<file path="src/rtl/alu_muldiv_pkg.sv">
// Shared encodings for the iterative multiply/divide unit: op codes and FSM states.
package alu_muldiv_pkg;

  localparam int MD_OP_WIDTH = 2;

  typedef enum logic [MD_OP_WIDTH-1:0] {
    MD_OP_MULTU = 2'b00,
    MD_OP_MULT  = 2'b01,
    MD_OP_DIVU  = 2'b10,
    MD_OP_DIV   = 2'b11
  } md_op_e;

  typedef enum logic [1:0] {
    MD_ST_IDLE = 2'b00,
    MD_ST_CALC = 2'b01,
    MD_ST_FIX  = 2'b10,
    MD_ST_DONE = 2'b11
  } md_state_e;

endpackage

</file>
<file path="src/rtl/alu_muldiv_md_iter_step.sv">
// One radix-2 iteration: shift-add multiply step (mode=0) or restoring divide step (mode=1).
module md_iter_step
  import alu_muldiv_pkg::*;
#(
  parameter int WIDTH = 32
) (
  input  logic             mode,
  input  logic [WIDTH-1:0] acc_hi,
  input  logic [WIDTH-1:0] acc_lo,
  input  logic [WIDTH-1:0] opnd,
  output logic [WIDTH-1:0] nxt_hi,
  output logic [WIDTH-1:0] nxt_lo
);

  logic [WIDTH:0]   sum;
  logic [WIDTH:0]   rem_s;
  logic [WIDTH+1:0] diff;
  logic             unused_diff;

  assign unused_diff = diff[WIDTH];

  always_comb begin
    sum   = {1'b0, acc_hi} + {1'b0, opnd};
    rem_s = {acc_hi, acc_lo[WIDTH-1]};
    diff  = {1'b0, rem_s} - {2'b00, opnd};
    nxt_hi = acc_hi;
    nxt_lo = acc_lo;
    if (mode) begin
      // A non-negative trial result is always below the divisor, so it fits WIDTH bits.
      if (!diff[WIDTH+1]) begin
        nxt_hi = diff[WIDTH-1:0];
        nxt_lo = {acc_lo[WIDTH-2:0], 1'b1};
      end else begin
        nxt_hi = rem_s[WIDTH-1:0];
        nxt_lo = {acc_lo[WIDTH-2:0], 1'b0};
      end
    end else if (acc_lo[0]) begin
      {nxt_hi, nxt_lo} = {sum, acc_lo[WIDTH-1:1]};
    end else begin
      {nxt_hi, nxt_lo} = {1'b0, acc_hi, acc_lo[WIDTH-1:1]};
    end
  end

endmodule

</file>
<file path="src/rtl/alu_muldiv.sv">
// Iterative mult/multu/div/divu unit with HI/LO registers and start/busy/done handshake.
// Signed op handling is built only when ALU_MULDIV_SIGNED_EN is defined.
module alu_muldiv
  import alu_muldiv_pkg::*;
#(
  parameter int WIDTH = 32,
  parameter int CNT_W = $clog2(WIDTH) + 1
) (
  input  logic                   clk,
  input  logic                   rst_n,
  input  logic                   start,
  input  logic [MD_OP_WIDTH-1:0] op,
  input  logic [WIDTH-1:0]       a,
  input  logic [WIDTH-1:0]       b,
  input  logic                   hi_we,
  input  logic                   lo_we,
  input  logic [WIDTH-1:0]       wdata,
  output logic [WIDTH-1:0]       hi,
  output logic [WIDTH-1:0]       lo,
  output logic                   busy,
  output logic                   done,
  output logic                   div_zero
);

  md_state_e        state;
  logic [CNT_W-1:0] counter;
  logic [WIDTH-1:0] acc_hi, acc_lo, opnd;
  logic [WIDTH-1:0] nxt_hi, nxt_lo;
  logic [WIDTH-1:0] a_mag, b_mag;
  logic [WIDTH-1:0] res_hi, res_lo, quo, rem, dz_hi;
  logic [2*WIDTH-1:0] prod;
  logic             is_div, op_div;

  assign op_div = (op == MD_OP_DIVU) || (op == MD_OP_DIV);

`ifdef ALU_MULDIV_SIGNED_EN
  logic sgn, neg_res, neg_rem;

  assign sgn   = op[0];
  assign a_mag = (sgn && a[WIDTH-1]) ? -a : a;
  assign b_mag = (sgn && b[WIDTH-1]) ? -b : b;

  always_ff @(posedge clk or negedge rst_n) begin
    if (!rst_n) begin
      neg_res <= 1'b0;
      neg_rem <= 1'b0;
    end else if (start && !busy) begin
      neg_res <= sgn && (a[WIDTH-1] ^ b[WIDTH-1]);
      neg_rem <= sgn && a[WIDTH-1];
    end
  end
`else
  logic unused_op0;

  assign unused_op0 = op[0];
  assign a_mag      = a;
  assign b_mag      = b;
`endif

  md_iter_step #(.WIDTH(WIDTH)) u_step (
    .mode   (is_div),
    .acc_hi (acc_hi),
    .acc_lo (acc_lo),
    .opnd   (opnd),
    .nxt_hi (nxt_hi),
    .nxt_lo (nxt_lo)
  );

  // Divide-by-zero skips iteration, so acc_lo still holds |a| and the remainder
  // sign rule restores the original dividend for HI.
  always_comb begin
    prod  = {acc_hi, acc_lo};
    quo   = acc_lo;
    rem   = acc_hi;
    dz_hi = acc_lo;
`ifdef ALU_MULDIV_SIGNED_EN
    if (neg_res) begin
      prod = -prod;
      quo  = -quo;
    end
    if (neg_rem) begin
      rem   = -rem;
      dz_hi = -dz_hi;
    end
`endif
    if (!is_div) begin
      {res_hi, res_lo} = prod;
    end else if (div_zero) begin
      res_hi = dz_hi;
      res_lo = '1;
    end else begin
      res_hi = rem;
      res_lo = quo;
    end
  end

  always_ff @(posedge clk or negedge rst_n) begin
    if (!rst_n) begin
      state    <= MD_ST_IDLE;
      counter  <= '0;
      acc_hi   <= '0;
      acc_lo   <= '0;
      opnd     <= '0;
      is_div   <= 1'b0;
      hi       <= '0;
      lo       <= '0;
      busy     <= 1'b0;
      done     <= 1'b0;
      div_zero <= 1'b0;
    end else begin
      done <= 1'b0;
      if (!busy) begin
        if (hi_we) hi <= wdata;
        if (lo_we) lo <= wdata;
      end
      case (state)
        MD_ST_IDLE, MD_ST_DONE: begin
          if (start) begin
            is_div   <= op_div;
            acc_hi   <= '0;
            acc_lo   <= a_mag;
            opnd     <= b_mag;
            counter  <= CNT_W'(WIDTH);
            busy     <= 1'b1;
            div_zero <= 1'b0;
            state    <= MD_ST_CALC;
          end else begin
            state <= MD_ST_IDLE;
          end
        end
        MD_ST_CALC: begin
          if (is_div && (opnd == '0)) begin
            div_zero <= 1'b1;
            state    <= MD_ST_FIX;
          end else begin
            acc_hi  <= nxt_hi;
            acc_lo  <= nxt_lo;
            counter <= counter - CNT_W'(1);
            if (counter == CNT_W'(1)) state <= MD_ST_FIX;
          end
        end
        MD_ST_FIX: begin
          hi    <= res_hi;
          lo    <= res_lo;
          done  <= 1'b1;
          busy  <= 1'b0;
          state <= MD_ST_DONE;
        end
        default: state <= MD_ST_IDLE;
      endcase
    end
  end

endmodule

</file>
<file path="config.mk">
export PLATFORM = sky130hd
export DESIGN_NAME = alu_muldiv
export DESIGN_NICKNAME = d
export VERILOG_FILES = /design/src/rtl/alu_muldiv_pkg.sv /design/src/rtl/alu_muldiv_md_iter_step.sv /design/src/rtl/alu_muldiv.sv
export SDC_FILE = /design/constraint.sdc
export NUM_CORES = 1
export LEC_CHECK = 0
export BUFFER_PORTS_ARGS = -buffer_cell sky130_fd_sc_hd__buf_4
export CAP_MARGIN = 10
export CORE_AREA = 3 3 193 195
export CTS_CLUSTER_SIZE = 8
export DETAILED_ROUTE_END_ITERATION = 16
export DIE_AREA = 0 0 196 198
export SLEW_MARGIN = 20
export SYNTH_ARGS = -nofsm -noshare
export SYNTH_HDL_FRONTEND = slang
export SYNTH_SLANG_ARGS = --single-unit
</file>
<file path="constraint.sdc">
create_clock -name clk -period 3.38 [get_ports clk]
set_input_delay 0.676 -clock clk [delete_from_list [all_inputs] [get_ports clk]]
set_output_delay 0.676 -clock clk [all_outputs]
set_load 0.01 [all_outputs]
</file>
# After elaboration in Yosys (flattened, before gate mapping)
# Index checks and enable logic that the tools add are counted.
[totals]
register_bits = 172
output_inout_bits = 67
word_cells = 75
[classes]
muxes = 35
n_eq_ne = 11
reduce_logical = 15
addsub = 3
[ops]
columns = ["op", "count"]
rows = [
  ["$mux W32", 19],
  ["$pmux W32 S2", 2],
  ["$sub A33 B32 Y34", 1],
  ["$add A32 B32 Y33", 1],
  ["$logic_not A32 Y1", 1],
  ["$mux W6", 2],
  ["$pmux W6 S2", 1],
  ["$eq A2 B2 Y1 const B", 4],
  ["$reduce_and A2 Y1", 4],
  ["$reduce_bool A2 Y1", 4],
  ["$eq A6 B1 Y1 const B", 1],
  ["$mux W1", 6],
  ["$ne A2 B2 Y1 const B", 3],
  ["$pmux W2 S3", 1],
  ["$reduce_and A3 Y1", 2],
  ["$sub A6 B1 Y6 const B", 1],
  ["$mux W2", 2],
  ["$pmux W1 S2", 2],
  ["$ne A3 B3 Y1 const B", 1],
  ["$eq A2 B1 Y1 const B", 1],
  ["$logic_not A2 Y1", 1],
  ["$ne A2 B1 Y1 const B", 1],
  ["$reduce_or A2 Y1", 1],
  ["$logic_and A1 B1 Y1", 1],
  ["$logic_or A1 B1 Y1", 1],
]

# Depth between registers and ports, before layout
# Gate-level depths: netlist of run 1.
[logic_depth]
depth_word = 5
mapped_depth = 13
depth_no_buf = 13

# Cells and area by module
# A second synthesis of run 1 with hierarchy kept.
[hier_totals]
hier_cells = 1443
hier_area_um2 = 12575.8
[modules_own_cells]
columns = ["module", "cells_per_inst", "seq_area_each_um2", "area_each_um2", "instances"]
rows = [
  ["alu_muldiv", 753, 4304.1, 7846.3, 1],
  ["md_iter_step", 690, 0.0, 4729.5, 1],
]

# Least setup slack after synthesis of run 1
# OpenSTA, ideal clock, no wires.
[synth_path]
path_type = "reg-to-reg"
startpoint = "reg acc_lo[31]"
endpoint = "reg acc_hi[26]"
period_less_slack_ps = 2941
required_time_ps = 3288
setup_ps = 92
n_path_buf = 0
arrival_time_ps = 2849
stages_incl_launch_ff = 14
path_slack_ps = 439
path_cell_list = "dfrtp_1 -> inv_1 -> ha_1 -> inv_1 -> fa_1 -> a21oi_1 -> nor2_1 -> o21ai_0 -> nand4bb_1 -> and2_4 -> a311o_1 -> and3_1 -> o31a_1 -> o31ai_2"
[synth_between]
elab_chain_len = 5
[synth_lines]
columns = ["item", "line", "source"]
rows = [
  ["start, declared", "alu_muldiv.sv:27", "logic [WIDTH-1:0] acc_hi, acc_lo, opnd;"],
  ["start signal, assigned", "alu_muldiv.sv:121", "acc_lo <= a_mag;"],
  ["start signal, assigned", "alu_muldiv.sv:137", "acc_lo <= nxt_lo;"],
  ["$sub A33 B32 Y34", "alu_muldiv_md_iter_step.sv:25", "diff = {1'b0, rem_s} - {2'b00, opnd};"],
  ["$mux W32", "alu_muldiv_md_iter_step.sv:30", "if (!diff[WIDTH+1]) begin"],
  ["$mux W32", "alu_muldiv_md_iter_step.sv:28", "if (mode) begin"],
  ["$mux W32", "alu_muldiv.sv:132", "if (is_div && (opnd == '0)) begin"],
  ["$pmux W32 S2", "alu_muldiv.sv:116", "case (state)"],
  ["end signal, assigned", "alu_muldiv.sv:136", "acc_hi <= nxt_hi;"],
  ["end, declared", "alu_muldiv.sv:27", ""],
]
# No other way between the ends. The select of a mux whose other input is x is not followed.
# A chain may end at the register's enable or synchronous reset.

# Worst setup path after layout of run 1
# Ends and elaborated chain as after synthesis.

==> results of run 1 <==
==> path summary, 6_finish.rpt <==
path / start / end / slack (ns) / depth (start not counted)
worst max-delay path: acc_lo[31]$_DFFE_PN0P_ / acc_hi[26]$_DFFE_PN0P_ / 0.20 / 14
worst min register to register: hi[9]$_DFFE_PN0P_ / hi[9]$_DFFE_PN0P_ / 0.48 / 2
worst max register to register: acc_lo[31]$_DFFE_PN0P_ / acc_hi[26]$_DFFE_PN0P_ / 0.20 / 14
worst min-delay path: rst_n / lo[21]$_DFFE_PN0P_ / 0.28 / 1
min in group clk: a[3] / acc_lo[3]$_DFFE_PN0P_ / 0.44 / 3
max in group asynchronous: rst_n / opnd[1]$_DFFE_PN0P_ / 2.29 / 2
==> stage by stage <==
stage	setup slack [ns]	utilization (%)	power, mW	instance area (sq um)	instances
2_1_floorplan	0.439	-	11.7	12500	1475
3_3_place_gp	0.0936	41.6	15.8	14800	2110
3_5_place_dp	0.0194	41.6	16.0	14800	2110
4_1_cts	0.0326	43.3	18.2	15400	2142
5_1_grt	0.0165	43.4	19.8	15400	2142
6_report	0.197	43.4	18.3	15400	2142
==> cell type report <==
cell class	instances	area, sq um
well taps	461	577
clock buffers	19	443
multi-input cells	1153	7660
clock inverters	13	180
fillers	3576	20100
flip-flops and latches	172	4310
repair buffers	269	2070
inverters	55	206
==> layout by cell type (no fill, tap or decap), types with 29 or more instances in the layout <==
cell | netlist | routed
sky130_fd_sc_hd__and2_1 | 43 | 42
sky130_fd_sc_hd__o21ai_0 | 148 | 147
sky130_fd_sc_hd__ha_1 | 68 | 67
sky130_fd_sc_hd__a21oi_1 | 107 | 104
sky130_fd_sc_hd__dfrtp_1 | 172 | 171
sky130_fd_sc_hd__mux2_2 | 34 | 34
sky130_fd_sc_hd__a211oi_1 | 45 | 45
sky130_fd_sc_hd__nand3_1 | 60 | 60
sky130_fd_sc_hd__inv_1 | 55 | 55
sky130_fd_sc_hd__nand2_1 | 168 | 168
sky130_fd_sc_hd__xnor2_1 | 29 | 29
sky130_fd_sc_hd__nor2_1 | 81 | 80
sky130_fd_sc_hd__a21o_1 | 32 | 32
sky130_fd_sc_hd__a22oi_1 | 35 | 35
sky130_fd_sc_hd__mux2i_1 | 55 | 55
sky130_fd_sc_hd__buf_4 | 2 | 264
==> repair_timing <==
| action | in CTS | in global routing |
|---|---|---|
| pin swaps | 0 | 2 |
| gates resized for setup | 1 | 5 |
| endpoints found under the setup margin | 1 | 7 |
==> state kept, by name, summed over array words and instances (netlist names) <==
signal / flops
done: 1
is_div: 1
acc_lo: 32
busy: 1
acc_hi: 32
counter: 6
hi: 32
opnd: 32
div_zero: 1
lo: 32
state: 2
==> power breakdown <==
part | switching [mW] | internal, mW
sequential | 0.964 | 3.07
combinational | 7.02 | 5.09
clock | 0.948 | 1.21
==> metal layers <==
metal	wire length, um	vias to the layer above	global-route usage (%)
met3	3380	68	4.29
li1	-	5795	-
met5	0	-	0
met2	20100	452	35.7
met1	19700	5955	31.2
met4	1230	0	7.45
==> cell families after synthesis <==
group,synth area share (%)
multiplexers,7.47
flip-flops,34.5
AND/OR/NAND/NOR,17.0
adder cells (fa/ha/maj),7.13
AO/OA/AOI/OAI,25.9
buffers and inverters,4.66
XOR/XNOR,3.30
==> impl_metrics.prom, run 1 <==
# TYPE chip_impl_metric gauge
chip_impl_metric{name="design.die.area",unit="sq mm"} 0.0388
chip_impl_metric{name="max-slew-margin-rel",unit="%"} 39.9
chip_impl_metric{name="cts.path.max_buffers",unit=""} 2
chip_impl_metric{name="area.growth.synth_to_final",unit="%"} 23.6
chip_impl_metric{name="die_height",unit="um"} 198
chip_impl_info{name="synth_ff_type",value="sky130_fd_sc_hd__dfrtp_1"} 1
chip_impl_metric{name="synth.avg_cell_area",unit="sq um"} 8.47
chip_impl_metric{name="yosysWarningCount",unit=""} 0
chip_impl_metric{name="core_area",unit="sq mm"} 0.0356
chip_impl_metric{name="chipWidth",unit="um"} 196
chip_impl_metric{name="grt_start_max_net_pins",unit=""} 75
chip_impl_metric{name="io_buffers",unit=""} 168
chip_impl_metric{name="layout-drive-gt1-share",unit="%"} 21.8
chip_impl_metric{name="netlist_area_pre_place",unit="sq mm"} 0.0125
chip_impl_info{name="synth.most_common_cell",value="sky130_fd_sc_hd__dfrtp_1"} 1
chip_impl_metric{name="worst-endpoint-required",unit="ns"} 3.75
chip_impl_metric{name="grt_first_pass_wirelength",unit="um"} 69000
chip_impl_metric{name="critical_path_buf_inv_count",unit=""} 3
chip_impl_metric{name="start_util",unit="%"} 35.1
chip_impl_metric{name="net_count_final",unit=""} 1841
chip_impl_info{name="synth.top_cells.by_count",value="sky130_fd_sc_hd__dfrtp_1, sky130_fd_sc_hd__nand2_1, sky130_fd_sc_hd__o21ai_0"} 1
chip_impl_metric{name="clkLatencyLatePin",unit="ns"} 0.46
chip_impl_metric{name="seq_area_frac_synth",unit="%"} 34.5
chip_impl_info{name="crit_path_cell_trace",value="inv_1, ha_1, inv_1, fa_1, a21oi_2, nor2_1, o21ai_2, nand4bb_1, and2_4, a311o_1, buf_4, and3_1, o31a_1, o31ai_2"} 1
chip_impl_metric{name="measured_slew_at_the_worst_slew_check_pin",unit="ns"} 0.902
chip_impl_metric{name="final_worst_clock_skew",unit="ns"} 0.0138
chip_impl_metric{name="synth_async_sr_flop_share",unit="%"} 100
chip_impl_metric{name="drt_pre_antenna_iters",unit=""} 6
chip_impl_metric{name="maximum_resistive_drop_on_vdd",unit="mV"} 0.560
chip_impl_metric{name="detailed_place_hpwl",unit="um"} 33600
chip_impl_metric{name="wl",unit="um"} 44400
chip_impl_metric{name="h-tree-depth",unit=""} 4
chip_impl_info{name="grt_setup_unrepaired",value="false"} 1
chip_impl_metric{name="vias_in_the_first_global_route",unit=""} 11869
chip_impl_info{name="synth.largest_area_cell",value="sky130_fd_sc_hd__dfrtp_1"} 1
chip_impl_metric{name="numCtsBuffers",unit=""} 17
chip_impl_metric{name="timing.final.max_slew_violations",unit=""} 0
chip_impl_metric{name="static-leakage-power",unit="nW"} 6.97
chip_impl_metric{name="whs",unit="ns"} 0.284
chip_impl_metric{name="post_cts_buffers",unit=""} 0
chip_impl_info{name="yosys-top-cells-area",value="sky130_fd_sc_hd__dfrtp_1, sky130_fd_sc_hd__ha_1, sky130_fd_sc_hd__o21ai_0"} 1
chip_impl_info{name="cts_root_buffer",value="sky130_fd_sc_hd__clkbuf_16"} 1
chip_impl_info{name="cp_common_cell",value="sky130_fd_sc_hd__inv_1"} 1
chip_impl_metric{name="synthCells",unit=""} 1475
chip_impl_metric{name="finalWorstPathRequiredPeriod",unit="ns"} 3.18
chip_impl_metric{name="finalSetupViolations",unit=""} 0
chip_impl_metric{name="antenna_diodes",unit=""} 0
chip_impl_info{name="run_status",value="finished clean"} 1
chip_impl_metric{name="drt_iter0_drcs",unit=""} 1072
chip_impl_info{name="endpoint_type_of_the_worst_setup_path",value="flop"} 1
chip_impl_metric{name="critical_path_peak_fanout",unit=""} 4
chip_impl_metric{name="cts.hold.buffers_added",unit=""} 0
chip_impl_metric{name="vias",unit=""} 12270
chip_impl_metric{name="synth_cell_type_count",unit=""} 81
chip_impl_info{name="timing.hold.worst.class",value="in -> async"} 1
chip_impl_metric{name="p_per_area",unit="mW/mm^2"} 1190
chip_impl_metric{name="max_cap_violations",unit=""} 0
chip_impl_metric{name="globalRouteTotalUtil",unit="%"} 22.6
chip_impl_info{name="critical-path-slowest-cell",value="sky130_fd_sc_hd__fa_1"} 1
chip_impl_metric{name="timing.final.crit_share",unit="%"} 94.2
chip_impl_metric{name="synthesis.nets",unit=""} 1648
chip_impl_info{name="timing_worst_setup_path_type",value="reg -> reg"} 1
chip_impl_metric{name="ant_nets",unit=""} 0
chip_impl_metric{name="post-route-drc-count",unit=""} 0
chip_impl_metric{name="arrival",unit="ns"} 3.55
chip_impl_metric{name="clock-sinks",unit=""} 172
chip_impl_metric{name="avgRoutedWirePerCell",unit="um"} 20.7
chip_impl_metric{name="antenna_found_initial",unit=""} 0
chip_impl_metric{name="cell_rows",unit=""} 69
chip_impl_info{name="cp_top_delay_family",value="compound AO/OA/AOI/OAI gates"} 1
chip_impl_metric{name="fin_setup_tns",unit="ns"} 0
chip_impl_metric{name="pin_count",unit=""} 170
chip_impl_metric{name="routabilityCongestion",unit=""} 0.969
chip_impl_metric{name="max_freq",unit="GHz"} 0.314
chip_impl_metric{name="vias_per_cell",unit=""} 5.73
chip_impl_metric{name="final-hold-violation-count",unit=""} 0
chip_impl_info{name="cts_tree",value="built"} 1
chip_impl_metric{name="path_clk_slew",unit="ns"} 0.08
chip_impl_info{name="worst_setup_sp_type",value="flop"} 1
chip_impl_metric{name="synth.top_cell.area_share",unit="%"} 34.5
chip_impl_metric{name="critical_path.max_stage_delay",unit="ns"} 0.40
chip_impl_metric{name="synth-edff-count",unit=""} 0
chip_impl_metric{name="ys_seq_elements",unit=""} 172
chip_impl_metric{name="grt_overflow_total",unit=""} 0
No activity file was read; power rests on OpenSTA's default activity.
==> inputs of run 2 (changes only) <==
--- a/config.mk
+++ b/config.mk
@@ -11,6 +11,7 @@
 export CTS_CLUSTER_SIZE = 8
 export DETAILED_ROUTE_END_ITERATION = 16
 export DIE_AREA = 0 0 196 198
+export PLACE_DENSITY = 0.49
 export SLEW_MARGIN = 20
 export SYNTH_ARGS = -nofsm -noshare
 export SYNTH_HDL_FRONTEND = slang
==> impl_metrics.prom, run 2 (synthesis results as in run 1) <==
# TYPE chip_impl_metric gauge
chip_impl_info{name="run_status",value="finished clean"} 1
chip_impl_metric{name="grt_met1_use",unit="%"} 32.9
chip_impl_info{name="critical-path-slowest-cell",value="sky130_fd_sc_hd__dfrtp_1"} 1
chip_impl_metric{name="chipWidth",unit="um"} 196
chip_impl_metric{name="detailed_place_hpwl",unit="um"} 35300
chip_impl_info{name="timing.hold.worst.class",value="in -> async"} 1
chip_impl_metric{name="maximum_resistive_drop_on_vdd",unit="mV"} 0.556
chip_impl_metric{name="whs",unit="ns"} 0.259
chip_impl_info{name="most_frequent_cells_in_the_layout",value="sky130_fd_sc_hd__buf_4, sky130_fd_sc_hd__dfrtp_1, sky130_fd_sc_hd__nand2_1"} 1
chip_impl_metric{name="core_area",unit="sq mm"} 0.0356
chip_impl_metric{name="antenna_found_initial",unit=""} 0
chip_impl_metric{name="ff2ff_setup_slack",unit="ns"} 0.16
chip_impl_metric{name="vias_in_the_first_global_route",unit=""} 11670
chip_impl_metric{name="ant_nets",unit=""} 0
chip_impl_metric{name="design.die.area",unit="sq mm"} 0.0388
chip_impl_metric{name="avgRoutedWirePerCell",unit="um"} 21.7
chip_impl_info{name="cp_top_delay_family",value="compound AO/OA/AOI/OAI gates"} 1
chip_impl_metric{name="critical_path.max_stage_delay",unit="ns"} 0.48
chip_impl_metric{name="grt_first_pass_wirelength",unit="um"} 71200
chip_impl_metric{name="net_count_final",unit=""} 1847
chip_impl_metric{name="drt_pre_antenna_iters",unit=""} 5
chip_impl_metric{name="cell_rows",unit=""} 69
chip_impl_metric{name="globalRouteTotalUtil",unit="%"} 23.7
chip_impl_metric{name="met3_usage",unit="%"} 4.20
chip_impl_metric{name="finalInstanceArea",unit="sq mm"} 0.0155
chip_impl_info{name="worst_setup_sp_type",value="flop"} 1
chip_impl_metric{name="final-hold-violation-count",unit=""} 0
chip_impl_info{name="busiest_layer",value="met2"} 1
chip_impl_metric{name="timing.final.crit_share",unit="%"} 95.2
chip_impl_metric{name="final.fill_count",unit=""} 3579
chip_impl_metric{name="cts.path.max_buffers",unit=""} 2
chip_impl_metric{name="pre_cts_ws",unit="ns"} -0.139
chip_impl_metric{name="max-slew-margin-rel",unit="%"} 41.3
chip_impl_metric{name="cp_num_cells",unit=""} 11
chip_impl_metric{name="ff2ff_path_depth",unit=""} 11
chip_impl_metric{name="antenna_diodes",unit=""} 0
chip_impl_info{name="crit_path_cell_trace",value="ha_1, and4_2, nand3_1, nor2_1, o211ai_2, a21oi_2, o211a_2, nor2_4, buf_4, o311ai_0, a32o_1"} 1
chip_impl_metric{name="total_area_of_multi_input_combinational_cells",unit="sq mm"} 0.00768
chip_impl_metric{name="arrival",unit="ns"} 3.61
chip_impl_info{name="cts_root_buffer",value="sky130_fd_sc_hd__clkbuf_16"} 1
chip_impl_metric{name="pin_count",unit=""} 170
chip_impl_info{name="endpoint_type_of_the_worst_setup_path",value="flop"} 1
chip_impl_info{name="grt_setup_unrepaired",value="false"} 1
chip_impl_metric{name="vias_per_cell",unit=""} 5.58
chip_impl_metric{name="critical_path_buf_inv_count",unit=""} 1
chip_impl_metric{name="final.setup.worst_slack",unit="ns"} 0.162
chip_impl_metric{name="h-tree-depth",unit=""} 4
chip_impl_metric{name="drt_iter0_drcs",unit=""} 879
chip_impl_metric{name="final-seq-area",unit="sq mm"} 0.00431
chip_impl_metric{name="max_cap_violations",unit=""} 0
chip_impl_metric{name="finalWorstPathRequiredPeriod",unit="ns"} 3.22
chip_impl_metric{name="max_freq",unit="GHz"} 0.311
chip_impl_info{name="most_frequent_standard_cell_in_the_layout_excluding_fill_and_tap_cells",value="sky130_fd_sc_hd__buf_4"} 1
chip_impl_metric{name="layout-drive-gt1-share",unit="%"} 21.9
chip_impl_metric{name="critical_path_peak_fanout",unit=""} 8
chip_impl_metric{name="finalSetupViolations",unit=""} 0
chip_impl_metric{name="die_height",unit="um"} 198
chip_impl_info{name="crit_start",value="acc_hi[15]$_DFFE_PN0P_"} 1
chip_impl_metric{name="timing.final.max_slew_violations",unit=""} 0
chip_impl_metric{name="total_power",unit="mW"} 18.5
chip_impl_metric{name="numCtsBuffers",unit=""} 17
chip_impl_metric{name="grt_overflow_total",unit=""} 0
chip_impl_metric{name="final_worst_clock_skew",unit="ns"} 0.0111
chip_impl_metric{name="post-route-drc-count",unit=""} 0
chip_impl_metric{name="total_cell_area_at_the_placement_stage",unit="sq mm"} 0.0149
chip_impl_metric{name="io_buffers",unit=""} 168
chip_impl_metric{name="start_util",unit="%"} 35.1
chip_impl_metric{name="vias",unit=""} 11977
chip_impl_metric{name="area.growth.synth_to_final",unit="%"} 24.2
chip_impl_metric{name="wl",unit="um"} 46500
chip_impl_metric{name="path_clk_slew",unit="ns"} 0.08
chip_impl_metric{name="routabilityCongestion",unit=""} 0.907
chip_impl_info{name="cts_tree",value="built"} 1
chip_impl_metric{name="worst-endpoint-required",unit="ns"} 3.77
chip_impl_metric{name="static-leakage-power",unit="nW"} 7.00
chip_impl_metric{name="p_per_area",unit="mW/mm^2"} 1190
chip_impl_info{name="critical_r2r_launch",value="acc_hi[15]$_DFFE_PN0P_"} 1
chip_impl_metric{name="grt_start_max_net_pins",unit=""} 75
chip_impl_metric{name="clock-sinks",unit=""} 172
chip_impl_info{name="timing_worst_setup_path_type",value="reg -> reg"} 1
chip_impl_metric{name="measured_slew_at_the_worst_slew_check_pin",unit="ns"} 0.879
chip_impl_metric{name="grt_util_met2",unit="%"} 38.1
chip_impl_metric{name="clkLatencyLatePin",unit="ns"} 0.46
[run 2: cell count changes in the layout (fill, tap and decap cells not counted), sizes merged]
cell	before	now
clkbuf	19	20
clkinvlp	1	2
buf	269	275
inv	60	59
clkinv	4	2
[run 2: per-layer routing]
metal  wire length [um]  part of all wire [%]
met4               1070                   2.3
met1              21500                    46
met3               2670                   5.7
met5                  0                     0
met2              21300                    46
[run 2: layout make-up]
class / count / area share (%)
inverters: 55 / 1.33
repair buffers: 275 / 13.8
clock buffers: 20 / 2.82
well taps: 461 / 3.72
multi-input cells: 1153 / 49.5
flip-flops and latches: 172 / 27.8
clock inverters: 11 / 1.03
[run 2: through the flow]
step | instances | TNS (ns) | util, %
global route | 2147 | 0 | 43.6
finish | 2147 | 0 | 43.6
detailed placement | 2116 | -0.139 | 41.8
floorplan | 1475 | 0 | -
CTS | 2147 | 0 | 43.5
global placement | 2116 | -0.138 | 41.8
[run 2: final timing paths]
path | end
min | hi[25]$_DFFE_PN0P_
max in group asynchronous | hi[10]$_DFFE_PN0P_
max reg2reg | acc_hi[27]$_DFFE_PN0P_
min reg2reg | hi[13]$_DFFE_PN0P_
min in group clk | acc_lo[5]$_DFFE_PN0P_
max | acc_hi[27]$_DFFE_PN0P_
[run 2: where the power goes]
| part | internal, mW | total (mW) | switching, mW |
|---|---|---|---|
| Sequential | 3.07 | 4.06 | 0.986 |
| Clock | 1.18 | 2.12 | 0.943 |
| Combinational | 5.16 | 12.3 | 7.18 |
[run 2: what timing repair did]
action                                  in CTS  in global routing
setup buffers                                0                  0
gates resized for setup                      1                  8
endpoints found under the setup margin       1                  8
hold buffers                                 0                  0
